<file path="src/rtl/box_fill_engine.sv">
// Purpose : fills or outlines an axis-aligned box, one pixel write per accepted handshake.
// Latency : first write one cycle after start; N pixels take N cycles plus stalls, then a done cycle.
// Backpr. : wrEn holds x/y/addr/colour stable until wrReady; every stalled cycle adds one cycle.
// Ports   : clk, resetn (sync, active-low); start + xLeft/xRight/yTop/yBottom/colIn/mode request;
//           wrReady in; wrEn/xOut/yOut/addrOut/colOut write; busy, done, err status.
module box_fill_engine #(
  parameter int X_W      = 8,
  parameter int Y_W      = 7,
  parameter int COL_W    = 3,
  parameter int SCREEN_W = 160,
  parameter int SCREEN_H = 120,
  parameter int ADDR_W   = 15
) (
  input  logic              clk,
  input  logic              resetn,
  input  logic              start,
  input  logic [X_W-1:0]    xLeft,
  input  logic [X_W-1:0]    xRight,
  input  logic [Y_W-1:0]    yTop,
  input  logic [Y_W-1:0]    yBottom,
  input  logic [COL_W-1:0]  colIn,
  input  logic              mode,
  input  logic              wrReady,
  output logic              wrEn,
  output logic [X_W-1:0]    xOut,
  output logic [Y_W-1:0]    yOut,
  output logic [ADDR_W-1:0] addrOut,
  output logic [COL_W-1:0]  colOut,
  output logic              busy,
  output logic              done,
  output logic              err
);

  // One spare bit so the product never wraps before truncation.
  localparam int AW = ADDR_W + 1;
  localparam logic [X_W:0]    SCREEN_W_X = (X_W + 1)'(SCREEN_W);
  localparam logic [Y_W:0]    SCREEN_H_Y = (Y_W + 1)'(SCREEN_H);
  localparam logic [AW-1:0]   SCREEN_W_A = AW'(SCREEN_W);

  typedef enum logic [1:0] {
    IDLE  = 2'd0,
    WRITE = 2'd1,
    DONE  = 2'd2
  } state_t;

  state_t state, stateNext;

  logic [X_W-1:0]   xL, xR, xCur, xNext;
  logic [Y_W-1:0]   yT, yB, yCur, yNext;
  logic [COL_W-1:0] colR;
  logic             modeR;
  logic             errR, errNext;
  logic             load;
  logic             badBox;
  logic [AW-1:0]    addrWide;

  // Bounds are checked on the raw inputs in the start cycle, so the
  // counters can never step past the screen edge.
  assign badBox = (xLeft > xRight) || (yTop > yBottom) ||
                  ({1'b0, xRight} >= SCREEN_W_X) ||
                  ({1'b0, yBottom} >= SCREEN_H_Y);

  assign addrWide = AW'(yCur) * SCREEN_W_A + AW'(xCur);

  always_ff @(posedge clk) begin
    if (!resetn) begin
      state <= IDLE;
    end else begin
      state <= stateNext;
    end
  end

  always_comb begin
    stateNext = state;
    xNext     = xCur;
    yNext     = yCur;
    errNext   = errR;
    load      = 1'b0;
    wrEn      = 1'b0;
    busy      = 1'b0;
    done      = 1'b0;
    err       = 1'b0;
    colOut    = '0;
    xOut      = xCur;
    yOut      = yCur;
    addrOut   = addrWide[ADDR_W-1:0];

    case (state)
      IDLE: begin
        if (start) begin
          load = 1'b1;
          if (badBox) begin
            stateNext = DONE;
            errNext   = 1'b1;
          end else begin
            stateNext = WRITE;
            errNext   = 1'b0;
            xNext     = xLeft;
            yNext     = yTop;
          end
        end
      end

      WRITE: begin
        wrEn   = 1'b1;
        busy   = 1'b1;
        colOut = colR;
        if (wrReady) begin
          if (xCur == xR && yCur == yB) begin
            stateNext = DONE;
          end else if (xCur == xR) begin
            yNext = yCur + Y_W'(1);
            xNext = xL;
          end else if (modeR && yCur != yT && yCur != yB && xCur == xL) begin
            // Outline interior row: jump straight to the right edge.
            xNext = xR;
          end else begin
            xNext = xCur + X_W'(1);
          end
        end
      end

      DONE: begin
        busy      = 1'b1;
        done      = 1'b1;
        err       = errR;
        stateNext = IDLE;
      end

      default: begin
        stateNext = IDLE;
      end
    endcase
  end

  always_ff @(posedge clk) begin
    if (!resetn) begin
      xCur  <= '0;
      yCur  <= '0;
      errR  <= 1'b0;
      xL    <= '0;
      xR    <= '0;
      yT    <= '0;
      yB    <= '0;
      colR  <= '0;
      modeR <= 1'b0;
    end else begin
      xCur <= xNext;
      yCur <= yNext;
      errR <= errNext;
      if (load) begin
        xL    <= xLeft;
        xR    <= xRight;
        yT    <= yTop;
        yB    <= yBottom;
        colR  <= colIn;
        modeR <= mode;
      end
    end
  end

endmodule

</file>
<file path="config.mk">
export PLATFORM = sky130hd
export DESIGN_NAME = box_fill_engine
export DESIGN_NICKNAME = d
export VERILOG_FILES = /design/src/rtl/box_fill_engine.sv
export SDC_FILE = /design/constraint.sdc
export NUM_CORES = 1
export LEC_CHECK = 0
export BUFFER_PORTS_ARGS = -buffer_cell sky130_fd_sc_hd__buf_2
export CAP_MARGIN = 10
export CORE_MARGIN = 2
export CORE_UTILIZATION = 55
export CTS_BUF_LIST = sky130_fd_sc_hd__clkbuf_8 sky130_fd_sc_hd__clkbuf_16
export CTS_CLUSTER_SIZE = 28
export DETAILED_ROUTE_END_ITERATION = 8
export PLACE_DENSITY = 0.8
export SYNTH_ARGS = -nofsm -noshare
export SYNTH_HDL_FRONTEND = slang
export SYNTH_SLANG_ARGS = --single-unit
</file>
<file path="constraint.sdc">
create_clock -name clk -period 2.6 [get_ports clk]
set_input_delay 0.26 -clock clk [delete_from_list [all_inputs] [get_ports clk]]
set_output_delay 0.26 -clock clk [all_outputs]
set_load 0.01 [all_outputs]
</file>
==> results.ini <==
[setup_path]
arrival_ns=2.36
slowest_stage=fa_2
r2r-start=xOut[3]
critical_path.top_delay_family=adder cells
crit_path_start=yOut[1]
worstSetupPathType=flip-flop to primary output
crit_path_frequent_cell=ha_4
crit_buf_inv=1
cp-start-kind=flip-flop
path_max_fanout=3
cp_data_required_time_ns=2.34
max_stage_delay_ns=0.59
crit_chain=ha_4 > ha_4 > fa_2 > nand2_4 > nor3_4 > nand2_1 > xnor2_1 > buf_2
crit_path_end_kind=primary output

[placement]
dp_cells=627
place_ws_ns=0.0247
routabilityCongestion=0.872
dp_hpwl_um=7330
io_buffer_count=74

[drt]
firstDrtPassIters=5
vias=3722
postRouteAntennaNets=0
finalWirelength_um=10100
drt_iter0_markers=313
wl_per_cell_um=15.7
avgViaCountPerCell=5.82
drc=0

[synthesis]
ys_warn_count=0
synth.net_count=552
ys_seq_area_frac=0.278
ys.flop_type=dfxtp_1
ys_ff_latch=52
synth_cells=479
async_flop_share=0
syn_avg_cell_area_um2=7.83
syn-cell-area_um2=3750
synth_edf_count=0
yosys.area.top_type=dfxtp_1
yosys-top-cells-area=dfxtp_1 (28%), ha_1 (11%), nand2_1 (9.2%), a21oi_1 (7.1%), xnor2_1 (6.1%)
ys_types=51
synth_top_area_frac=0.278

[timing]
min_period_ns=2.62
hold_violations=0
max_freq_ghz=0.382
post-route-period-util=1.01
drv_slew=0
final-setup-viol-count=2
setup_ws_ns=-0.0187
relSlewSlack=0.579
rsz0062_at_grt=yes
fin_skew_ns=0.00710
worst_pin_slew_ns=0.631

[cells_and_area]
fin_cells=640
final_common_cell=nand2_1
diodes=0
layout_common_cells=nand2_1 (91), buf_2 (74), a21oi_1 (51)
drive_gt1_frac=0.263
area_delta_synth_final_pct=21.1
nNetsFinal=633

[grt]
grt_pass1_vias=3410
overflow=0
grt_pass1_wl_um=16500
grt_use_total=0.274
antenna_found_initial=0
grt_max_degree=37

[pwr]
powerDensity_nw_per_um2=667
switching_share=0.412
p_switching_uw=1250
p_leak_uw=0.00209
p_int_uw=1780
ir_worst_vdd_uv=331
pwr-share-seq=0.334
p_comb_frac=0.519
p_clk_frac=0.147

[run_status]
violations=setup timing
outcome=finished, violations left

[job]
drv_cap=0

[clocking]
cts_sinks=52
clkTransAtPathRegs_ns=0.09
htree_levels=2
worst_skew_pair.late_latency_ns=0.31
cts_root_buf=clkbuf_8
cts_buffer_depth=2
cts_tree=built
cts_hold_buf=0
cts_buffers=5

[floorplanning]
core-area_um2=6680
chipWidth_um=86.6
std_cell_rows=30
fp.dieH_um=86.6
die_area_um2=7490
num_io_pins=75
start_util=0.561

[min_path]
hold_class=input port to flip-flop
min-delay-start=colIn[2]

[path summary, 6_finish.rpt]
| kind | end | slack [ns] | depth (start not counted) |
|---|---|---|---|
| setup / recovery | addrOut[12] | -0.02 | 8 |
| hold / removal | colR[2] | 0.18 | 3 |
| setup reg to reg | xOut[6] | 0.26 | 9 |
| hold reg to reg | colR[2] | 0.46 | 2 |
[logic make-up after synthesis]
group,share of synthesized area
and+or+nand+nor,0.214
AOI/OAI and AO/OA,0.196
buffers and inverters,0.0727
DFF,0.278
xor gates and xnor gates,0.114
adders and majority gates,0.121
muxes,0.00534
[stage by stage]
| step | total power [µW] | cell area, µm² | utilization | setup TNS, ns | hold slack, ns |
|---|---|---|---|---|---|
| 2_1_floorplan | 2000 | 3750 | - | 0 | 0.396 |
| 3_3_place_gp | 2430 | 4280 | 0.641 | 0 | 0.437 |
| 3_5_place_dp | 2470 | 4280 | 0.641 | 0 | 0.446 |
| 4_1_cts | 2970 | 4470 | 0.669 | 0 | 0.183 |
| 5_1_grt | 3230 | 4540 | 0.680 | -0.526 | 0.177 |
| 6_report | 3030 | 4540 | 0.680 | -0.0294 | 0.179 |
[cell type report]
type | instances | area [µm²]
Inverter | 25 | 93.8
Clock inverter | 2 | 8.76
Fill cell | 550 | 2140
Tap cell | 80 | 100
Clock buffer | 5 | 68.8
Multi-Input combinational cell | 367 | 2560
Sequential cell | 52 | 1050
Timing Repair Buffer | 109 | 658
[routing by layer]
metal | track usage | routed length (µm) | vias up
li1 | - | - | 1811
met1 | 0.392 | 4440 | 1755
met2 | 0.429 | 4810 | 139
met3 | 0.0448 | 646 | 17
met4 | 0.0753 | 168 | 0
met5 | 0 | 0 | -
[registers in the layout, summed over array words and instances (netlist names), 2 cells and up]
name,cells
xL,8
xOut,8
xR,8
yB,7
yOut,7
yT,7
colR,3
state,2
[timing repair]
item / 4_1_cts / 5_1_grt
setup endpoints to repair: 4 / 4
buffers inserted: 2 / 4
resized for setup: 16 / 13
pin swaps: 4 / 13
[synthesized netlist by cell type, types with 6 or more instances]
library cell / count
nand4_1: 8
o211ai_1: 7
buf_2: 8
nor2_1: 13
and2_1: 6
buf_4: 6
ha_1: 33
clkbuf_1: 16
dfxtp_1: 52
xnor2_1: 26
a21oi_1: 53
xor2_1: 23
nand2_1: 92
a311oi_1: 6
nand3_1: 11
o21ai_0: 14
o41ai_1: 6
nor3_1: 9
inv_1: 25
[worst min-delay path, delay by kind of cell]
| family | cells | cell delay, ns |
|---|---|---|
| AOI/OAI and AO/OA | 1 | 0.05 |
| buffers and inverters | 1 | 0.09 |
| and+or+nand+nor | 1 | 0.04 |
[power by group through the flow]
stage	Sequential [µW]	Combinational (µW)	Clock, µW
2_1_floorplan	1040	958	0
3_3_place_gp	1010	1420	0
3_5_place_dp	1020	1450	0
4_1_cts	1010	1510	453
5_1_grt	1030	1720	492
6_report	1010	1570	444
Note: power is estimated with default switching activity, not from simulation.
